===== src/rtl/song_fifo_player.sv =====
// ============================================================================
// Module   : song_fifo_player
// Brief    : Song FIFO reader; holds each note word for NOTE_TICKS cycles
//            and drives the tone synthesizer.
// Revision : 1.0 - initial release
// ============================================================================
`default_nettype none

module song_fifo_player #(
  parameter int DATA_W     = 15,
  parameter int NOTE_TICKS = 25000000,
  parameter int CNT_W      = 25
) (
  input  logic              clk,
  input  logic              rst,
  input  logic              play_i,
  input  logic              fifo_empty_i,
  input  logic [DATA_W-1:0] fifo_dout_i,
  input  logic              fifo_valid_i,
  output logic              fifo_rd_en_o,
  output logic [DATA_W-1:0] note_freq_o,
  output logic              note_active_o,
  output logic              note_start_o,
  output logic              song_done_o
);

  typedef enum logic [1:0] {
    S_IDLE  = 2'd0,
    S_FETCH = 2'd1,
    S_WAIT  = 2'd2,
    S_PLAY  = 2'd3
  } state_t;

  localparam logic [CNT_W-1:0] C_LOAD = CNT_W'(NOTE_TICKS - 1);

  state_t              state_q, state_d;
  logic [CNT_W-1:0]    cnt_q, cnt_d;
  logic [DATA_W-1:0]   freq_q, freq_d;
  logic                start_q, start_d;
  logic                done_q, done_d;
  logic                active_q, active_d;

  always_comb begin
    state_d = state_q;
    cnt_d   = cnt_q;
    freq_d  = freq_q;
    start_d = 1'b0;
    done_d  = 1'b0;
    case (state_q)
      S_IDLE: begin
        if (play_i && !fifo_empty_i) state_d = S_FETCH;
      end
      S_FETCH: state_d = S_WAIT;
      // WAIT ignores play so a word already read is never dropped
      S_WAIT: begin
        if (fifo_valid_i) begin
          freq_d  = fifo_dout_i;
          cnt_d   = C_LOAD;
          start_d = 1'b1;
          state_d = S_PLAY;
        end else begin
          state_d = S_IDLE;
        end
      end
      S_PLAY: begin
        if (play_i) begin
          if (cnt_q != '0) begin
            cnt_d = cnt_q - 1'b1;
          end else if (!fifo_empty_i) begin
            state_d = S_FETCH;
          end else begin
            state_d = S_IDLE;
            freq_d  = '0;
            done_d  = 1'b1;
          end
        end
      end
      default: state_d = S_IDLE;
    endcase
    // Registered so it lines up with note_freq and the pause level
    active_d = (state_d != S_IDLE) && play_i && (freq_d != '0);
  end

  always_ff @(posedge clk or posedge rst) begin
    if (rst) begin
      state_q  <= S_IDLE;
      cnt_q    <= '0;
      freq_q   <= '0;
      start_q  <= 1'b0;
      done_q   <= 1'b0;
      active_q <= 1'b0;
    end else begin
      state_q  <= state_d;
      cnt_q    <= cnt_d;
      freq_q   <= freq_d;
      start_q  <= start_d;
      done_q   <= done_d;
      active_q <= active_d;
    end
  end

  assign fifo_rd_en_o  = (state_q == S_FETCH);
  assign note_freq_o   = freq_q;
  assign note_active_o = active_q;
  assign note_start_o  = start_q;
  assign song_done_o   = done_q;

endmodule

`default_nettype wire


===== config.mk =====
export PLATFORM = sky130hd
export DESIGN_NAME = song_fifo_player
export DESIGN_NICKNAME = d
export VERILOG_FILES = /design/src/rtl/song_fifo_player.sv
export SDC_FILE = /design/constraint.sdc
export NUM_CORES = 1
export LEC_CHECK = 0
export CORE_ASPECT_RATIO = 1.75
export CORE_MARGIN = 3
export CORE_UTILIZATION = 28
export CTS_BUF_LIST = sky130_fd_sc_hd__clkbuf_8
export DETAILED_ROUTE_END_ITERATION = 12
export GPL_TIMING_DRIVEN = 0
export HOLD_SLACK_MARGIN = 0.15
export PLACE_DENSITY_LB_ADDON = 0.1
export SLEW_MARGIN = 10
export SYNTH_ARGS = -nofsm -noshare
export SYNTH_HDL_FRONTEND = slang
export SYNTH_SLANG_ARGS = --single-unit

===== constraint.sdc =====
create_clock -name clk -period 4.2 [get_ports clk]
set_input_delay 0.63 -clock clk [delete_from_list [all_inputs] [get_ports clk]]
set_output_delay 0.63 -clock clk [all_outputs]
set_load 0.02 [all_outputs]

# ---- Word level (Yosys, flattened, before mapping)
# Index checks and enable logic that the tools add are counted.
dict set report op_classes {
  add_sub_neg 1
  n_eq_ne 6
  n_mux 21
  reduce_logical 10
}
# cell n
set op_table {}
lappend op_table {{$mux W25} 3}
lappend op_table {{$mux W15} 4}
lappend op_table {{$pmux W25 S2} 1}
lappend op_table {{$pmux W15 S2} 1}
lappend op_table {{$reduce_bool A25 Y1} 1}
lappend op_table {{$sub A25 B1 Y25 const B} 1}
lappend op_table {{$reduce_bool A15 Y1} 1}
lappend op_table {{$mux W2} 4}
lappend op_table {{$pmux W2 S4} 1}
lappend op_table {{$mux W1} 7}
lappend op_table {{$ne A2 B2 Y1 const B} 3}
lappend op_table {{$eq A2 B2 Y1 const B} 2}
lappend op_table {{$reduce_and A4 Y1} 1}
lappend op_table {{$reduce_bool A2 Y1} 2}
lappend op_table {{$logic_and A1 B1 Y1} 3}
lappend op_table {{$eq A2 B1 Y1 const B} 1}
lappend op_table {{$logic_not A2 Y1} 1}
lappend op_table {{$logic_not A1 Y1} 1}
dict set report word_totals {
  reg_bits 45
  input_bits 20
  out_inout_bits 19
  elab_cells 44
}

# ---- Logic depth before layout (Yosys ltp)
# Gate-level depths: netlist of the first run.
dict set report logic_depth {
  depth_word 7
  depth_mapped 9
  ltp_nobuf 8
}

# ---- Least setup slack after synthesis of the first run
# OpenSTA, ideal clock, no wires.
dict set report synth_path {
  path_type {register -> register}
  from {reg cnt_q[13]}
  to {reg cnt_q[17]}
  setup_time_ns 0.132
  arrival_time_ns 2.378
  t_required_ns 4.068
  slack_ns 1.691
  path_stages_with_launch 9
  path_buffers 2
  period_less_slack_ns 2.509
  path_cell_list {dfrtp_1 > or4_4 > or4_1 > buf_4 > or3b_1 > buf_6 > o2111ai_2 > xor2_1 > nor2_1}
}
dict set report synth_between {
  elab_chain_cells 4
  elab_cells_between_ends 7
  classes_between {add/sub: 1; eq/ne: 1; mux: 3; reduce/logical: 2}
}
# item line_no
set synth_rtl {}
lappend synth_rtl {{start, declared} 37} ;# logic [CNT_W-1:0] cnt_q, cnt_d;
lappend synth_rtl {{start signal, assigned} 94} ;# cnt_q <= cnt_d;
lappend synth_rtl {{$sub A25 B1 Y25} 68} ;# cnt_d = cnt_q - 1'b1;
lappend synth_rtl {{$mux W25} 67} ;# if (cnt_q != '0) begin
lappend synth_rtl {{$mux W25} 66} ;# if (play_i) begin
lappend synth_rtl {{$pmux W25 S2} 49} ;# case (state_q)
# Several ways; a longest one is shown, not always the timed one. The select of a mux whose other input is x is not followed.
# A chain may end at the register's enable or synchronous reset.

# ---- Worst setup path in the final report of the first run
dict set report layout_path {
  from {in fifo_valid_i}
  to {reg cnt_q[13]}
}
dict set report layout_between {
  elab_chain_cells 2
}
# item line_no
set layout_rtl {}
lappend layout_rtl {{start, declared} 19} ;# input logic fifo_valid_i,
lappend layout_rtl {{$ne A2 B2 Y1 (no line)} n/a}
lappend layout_rtl {{$reduce_and A4 Y1 (no line)} n/a}
# No other way between the ends.

==> results of run 1 <==
## layout by cell type, fill, tap and decap left out, types with 3 or more instances in the layout
cell,count
xor2_1,6
or3_1,3
inv_1,8
nand3_1,5
inv_2,3
dfrtp_1,45
o21ai_1,9
o21ai_0,6
o211ai_2,3
nor2_1,24
clkdlybuf4s50_1,38
clkbuf_8,5
a22o_1,5
clkbuf_1,7
a21oi_1,11
nor3_1,14
nor4_1,9
xnor2_1,11
a32o_1,7
nand2_1,25
and3_1,4
nor2b_1,3
a21o_1,13
or4_1,6
## power by group
group          leakage (nW)  total (mW)  internal (mW)  switching [mW]
Combinational         0.658       0.413          0.201           0.212
Sequential            0.485       0.590          0.513          0.0776
Clock                0.0491       0.270          0.113           0.157
Total                  1.19        1.27          0.827           0.446
## cell families after synthesis
logic type / count (synthesis)
simple gates: 110
compound gates: 63
flops: 45
buf+inv: 19
xor+xnor: 17
mux: 1
fa+ha+maj: 1
## final cells by class
class	instances	area share
Multi-Input combinational cell	192	0.400
Sequential cell	45	0.368
Clock inverter	3	0.00450
Inverter	10	0.0123
Timing Repair Buffer	39	0.131
Buffer	9	0.0147
Clock buffer	5	0.0225
Tap cell	115	0.0470
## stage by stage
stage	setup slack (ns)	power [mW]	hold WS (ns)	cells	area (um2)
6_report	1.19	1.27	0.524	418	3060
2_1_floorplan	1.69	0.828	0.475	256	2430
4_1_cts	1.13	1.30	0.529	418	3060
5_1_grt	0.882	1.36	0.552	418	3060
3_5_place_dp	0.811	1.02	0.505	410	2980
3_3_place_gp	0.824	1.02	0.498	409	2960
## worst max-delay path, stage by stage
cell,delay [ns]
clkdlybuf4s50_1,0.62
nor2b_1,0.21
clkbuf_1,0.42
o211ai_1,0.34
nor2_1,0.53
o21ai_1,0.17
xnor2_1,0.18
nand2_1,0.08
## sequential cells by signal, indices dropped and copies added (netlist names)
register,count
cnt_q,25
note_freq_o,15
state_q,2
note_active_o,1
note_start_o,1
song_done_o,1
## routing by layer
metal	wire length, um	track usage	part of all wire	vias up
met2	3740	0.284	0.55	44
met3	219	0.0285	0.032	13
li1	-	-	-	1022
met5	0	0	0	-
met1	2600	0.145	0.38	1052
met4	212	0.0694	0.031	0
## worst max path at each step
stage | startpoint | cells past startpoint | endpoint | slack [ns]
3_5_place_dp | fifo_valid_i | 8 | cnt_q[17] | 0.81
2_1_floorplan | cnt_q[13] | 8 | cnt_q[17] | 1.69
3_3_place_gp | fifo_valid_i | 8 | cnt_q[17] | 0.82
6_report | fifo_valid_i | 8 | cnt_q[13] | 1.19
5_1_grt | fifo_valid_i | 8 | cnt_q[21] | 0.88
4_1_cts | fifo_valid_i | 8 | cnt_q[13] | 1.13
==> results.json, run 1 <==
{
  "antenna_cells": 0,
  "ys_seq_area_frac": 0.462,
  "holdBufCountCts": 0,
  "die-area_mm2": 0.00989,
  "regToRegSetupSlack_ns": 1.46,
  "grt_pass1_vias": 2234,
  "synthCells": 256,
  "fmax_ghz": 0.332,
  "fillCellCount": 901,
  "seqCellArea_mm2": 0.00113,
  "multiInputGateArea_mm2": 0.00123,
  "max-vdd-ir-drop_mv": 0.149,
  "finalCritPeriodShare": 0.716,
  "drive_gt1_frac": 0.0759,
  "area_delta_synth_final_pct": 25.7,
  "ff2ff_path_depth": 7,
  "synth_top_area_frac": 0.462,
  "start_util": 0.291,
  "hpwlAfterDp_mm": 5.10,
  "synth_top_family_by_area": "simple AND/OR/NAND/NOR gates",
  "ctsResizeCount": 0,
  "cts.path.max_buffers": 2,
  "endpoint_kind": "flop",
  "synthAdderAreaFrac": 0.00514,
  "coreArea_mm2": 0.00837,
  "startpoint_type": "input port",
  "antenna_found_initial": 0,
  "tritoncts": "built",
  "period_needed_ns": 3.01,
  "drtAntennaViolNets": 0,
  "chipWidth_um": 76.5,
  "synth_top_flop_cell": "dfrtp_1",
  "num_rows": 44,
  "io_pins": 39,
  "synthDistinctLibCells": 46,
  "slew_viol_final": 0,
  "syn_area_per_cell_um2": 9.51,
  "timing.setup.tns_ns": 0,
  "synth_xor_area_frac": 0.0612,
  "rr_endpoint": "note_freq_o[11]",
  "avgViaCountPerCell": 5.10,
  "postCtsSetupRepairBufs": 0,
  "rsz0062_at_grt": "no",
  "grt_usage": 0.145,
  "p_leak_nw": 1.19,
  "rr_startpoint": "cnt_q[13]",
  "crit_required_ns": 4.37,
  "grt_overflow": 0,
  "arrival_ns": 3.18,
  "yosysMostFrequentCell": "dfrtp_1",
  "wl_per_cell_um": 16.2,
  "vias": 2131,
  "grt_max_degree": 27,
  "finalSetupViolations": 0,
  "synth_edf_count": 0,
  "worstHoldPathCells": 2,
  "die_y_um": 129,
  "fin_util": 0.366,
  "cts-root-buf": "clkbuf_8",
  "place.port_buffers": 38,
  "cts_made_buffers": 5,
  "muxShareOfSynthArea": 0.00411,
  "ys_seq_elements": 45,
  "cap_violations": 0,
  "status": "complete, no violations",
  "synthTopCellsByArea": "dfrtp_1 (46%), a21o_1 (4.0%), xnor2_1 (4.0%)",
  "yosys.area_share.simple": 0.245,
  "grt_pass1_wl_mm": 11.3,
  "path_clk_slew_ns": 0.09,
  "min_path_type": "reg -> reg",
  "tightest_slew_ns": 0.661,
  "insertion_delay_ns": 0.31,
  "synth-compound-area-share": 0.188,
  "syn_nets": 277,
  "gp_congestion": 0.775,
  "async_flop_share": 1.00,
  "clkSinkCount": 45,
  "totalWireLength_mm": 6.77,
  "nets": 323,
  "finalHoldViolCount": 0,
  "min_from": "cnt_q[19]",
  "yosys_warnings": 0,
  "htree_num_levels": 2,
  "first_iter_violations": 28,
  "maxSlewHeadroom": 0.556,
  "dr.pass1.iters": 4,
  "synthTopCellsByCount": "dfrtp_1 (45), nand2_1 (25), nor2_1 (24)",
  "crit_type": "in -> reg",
  "synth_area_leader_cell": "dfrtp_1",
  "drc": 0,
  "skew_ns": 0.0118,
  "crit_fanout": 10,
  "syn_area_mm2": 0.00243,
  "hold_path_end": "cnt_q[19]",
  "powerDensity_mw_per_mm2": 416
}
Power figures use the tool's default switching activity.
==> run 2: changes to the inputs <==
==> constraint.sdc (replaced) <==
create_clock -name clk -period 2.4 [get_ports clk]
set_input_delay 0.36 -clock clk [delete_from_list [all_inputs] [get_ports clk]]
set_output_delay 0.36 -clock clk [all_outputs]
set_load 0.02 [all_outputs]
==> run 2 against run 1 <==
Compared with the run above:
- the run now ends with setup timing left
- hold slack worse by 0.096 ns
- sequential cell count unchanged
- highest routed layer unchanged
- combinational power up 88%
- critical path depth down 1
- non-clock buffer count rose by 14
- first-iteration DRC count is 140% higher
- sequential share of layout area is 2.9 points lower
- clock power increased by 70%
- clock skew fell by 0.0054 ns
- largest cell class unchanged
- critical endpoint is now cnt_q[23]
- die area unchanged
- register-to-register slack worse by 1.5 ns
- final cell count up 3.3%
==> results.json, run 2 (synthesis results as in run 1) <==
{
  "status": "finished with violations",
  "violations": "setup timing",
  "setup_slack_ns": -0.0647,
  "largest_register": "cnt_q",
  "cp_num_buf_inv": 1,
  "maxSlewHeadroom": 0.388,
  "finalHoldViolCount": 0,
  "powerDensity_mw_per_mm2": 685,
  "drive_gt1_frac": 0.189,
  "grt_pass1_wl_mm": 11.5,
  "path_cells": "or4_4 > or4_4 > or3b_4 > buf_6 > o211ai_2 > xor2_1 > nor2_1",
  "largest_register_ffs": 25,
  "chipWidth_um": 76.5,
  "period_needed_ns": 2.46,
  "p_leak_nw": 1.30,
  "grt_max_degree": 26,
  "ff2ff_path_depth": 7,
  "area_delta_synth_final_pct": 36.4,
  "startpoint_type": "flop",
  "crit_required_ns": 2.59,
  "tritoncts": "built",
  "timing.setup.tns_ns": -0.478,
  "cts-root-buf": "clkbuf_8",
  "antenna_cells": 0,
  "cap_violations": 0,
  "skew_ns": 0.00641,
  "critical-path-top-delay-family": "simple AND/OR/NAND/NOR gates",
  "die-area_mm2": 0.00989,
  "first_iter_violations": 68,
  "max-vdd-ir-drop_mv": 0.297,
  "avgViaCountPerCell": 5.04,
  "placed_cell_area_mm2": 0.00300,
  "grt_usage": 0.148,
  "num_rows": 44,
  "p_total_mw": 2.28,
  "min_path_type": "in -> async",
  "drtAntennaViolNets": 0,
  "finalCritPeriodShare": 1.03,
  "cts_made_buffers": 5,
  "crit_fanout": 5,
  "cts.path.max_buffers": 2,
  "insertion_delay_ns": 0.30,
  "rsz0062_at_grt": "yes",
  "crit_type": "reg -> reg",
  "die_y_um": 129,
  "rr_endpoint": "cnt_q[23]",
  "tightest_slew_ns": 0.914,
  "final_cell_mix": "dfrtp_1 (45), clkdlybuf4s50_1 (36), nand2_1 (25)",
  "clkSinkCount": 45,
  "regToRegSetupSlack_ns": -0.06,
  "slowest_stage": "or4_4",
  "io_pins": 39,
  "arrival_ns": 2.65,
  "crit_top_cell": "or4_4",
  "fin_util": 0.397,
  "slew_viol_final": 0,
  "endpoint_kind": "flop",
  "fillCellCount": 868,
  "path_clk_slew_ns": 0.08,
  "worst_hold_slack_ns": 0.428,
  "coreArea_mm2": 0.00837,
  "drc": 0,
  "rr_startpoint": "cnt_q[16]",
  "place_ws_ns": -0.699,
  "holdBufCountCts": 0,
  "fmax_ghz": 0.406,
  "place.port_buffers": 38,
  "start_util": 0.291,
  "grt_pass1_vias": 2266,
  "slowest_delay_ns": 0.54,
  "gp_congestion": 0.769,
  "dp.cells": 410,
  "finalSetupViolations": 12,
  "hpwlAfterDp_mm": 5.04,
  "fin_cells": 432,
  "antenna_found_initial": 0,
  "grt_overflow": 0,
  "dr.pass1.iters": 4,
  "final_common_cell": "dfrtp_1",
  "vias": 2177,
  "totalWireLength_mm": 6.99,
  "stdcell_area_mm2": 0.00332,
  "nets": 337,
  "htree_num_levels": 2,
  "wl_per_cell_um": 16.2
}
==> run 2: cell types whose count changed in the layout (fill, tap and decap cells not counted), sizes merged <==
cell           before  now
buf                 3   17
clkdlybuf4s50      38   36
dlygate4sd2         0    2
==> run 2: report_power, final <==
part | internal, mW | switching [mW] | leakage [nW] | total (mW)
Combinational | 0.377 | 0.400 | 0.767 | 0.777
Clock | 0.198 | 0.262 | 0.0491 | 0.460
Sequential | 0.897 | 0.143 | 0.485 | 1.04
Total | 1.47 | 0.804 | 1.30 | 2.28
==> run 2: how the worst max path moves through the flow <==
| stage | from | to | slack (ns) | cells past startpoint |
|---|---|---|---|---|
| finish | cnt_q[16] | cnt_q[23] | -0.06 | 7 |
| CTS | cnt_q[16] | cnt_q[21] | -0.09 | 7 |
| floorplan | cnt_q[16] | cnt_q[17] | -0.07 | 8 |
| detailed placement | fifo_valid_i | cnt_q[17] | -0.70 | 8 |
| global route | cnt_q[16] | cnt_q[21] | -0.15 | 7 |
| global placement | fifo_valid_i | cnt_q[17] | -0.70 | 8 |
==> run 2: layout make-up <==
| cell class | count | area, um2 | area share |
|---|---|---|---|
| clock inverter | 3 | 13.8 | 0.00414 |
| timing repair buffer | 54 | 537 | 0.162 |
| inverter | 10 | 40.0 | 0.0121 |
| multi-input combinational | 192 | 1350 | 0.406 |
| buffer | 8 | 42.5 | 0.0128 |
| clock buffer | 5 | 68.8 | 0.0207 |
| tap | 115 | 144 | 0.0433 |
| sequential | 45 | 1130 | 0.339 |
==> run 2: routing by layer <==
metal / global-route usage / routed length (um) / vias to the layer above
met2: 0.287 / 3920 / 44
met1: 0.150 / 2620 / 1071
met3: 0.0292 / 214 / 13
li1: - / - / 1049
met4: 0.0736 / 226 / 0
met5: 0 / 0 / -
==> run 2: what timing repair did <==
action                                  4_1_cts  5_1_grt
gates resized for setup                      18       18
endpoints found under the setup margin       35       37
pin swaps                                     8        9
buffers inserted                             12        2
gates cloned                                  1        0
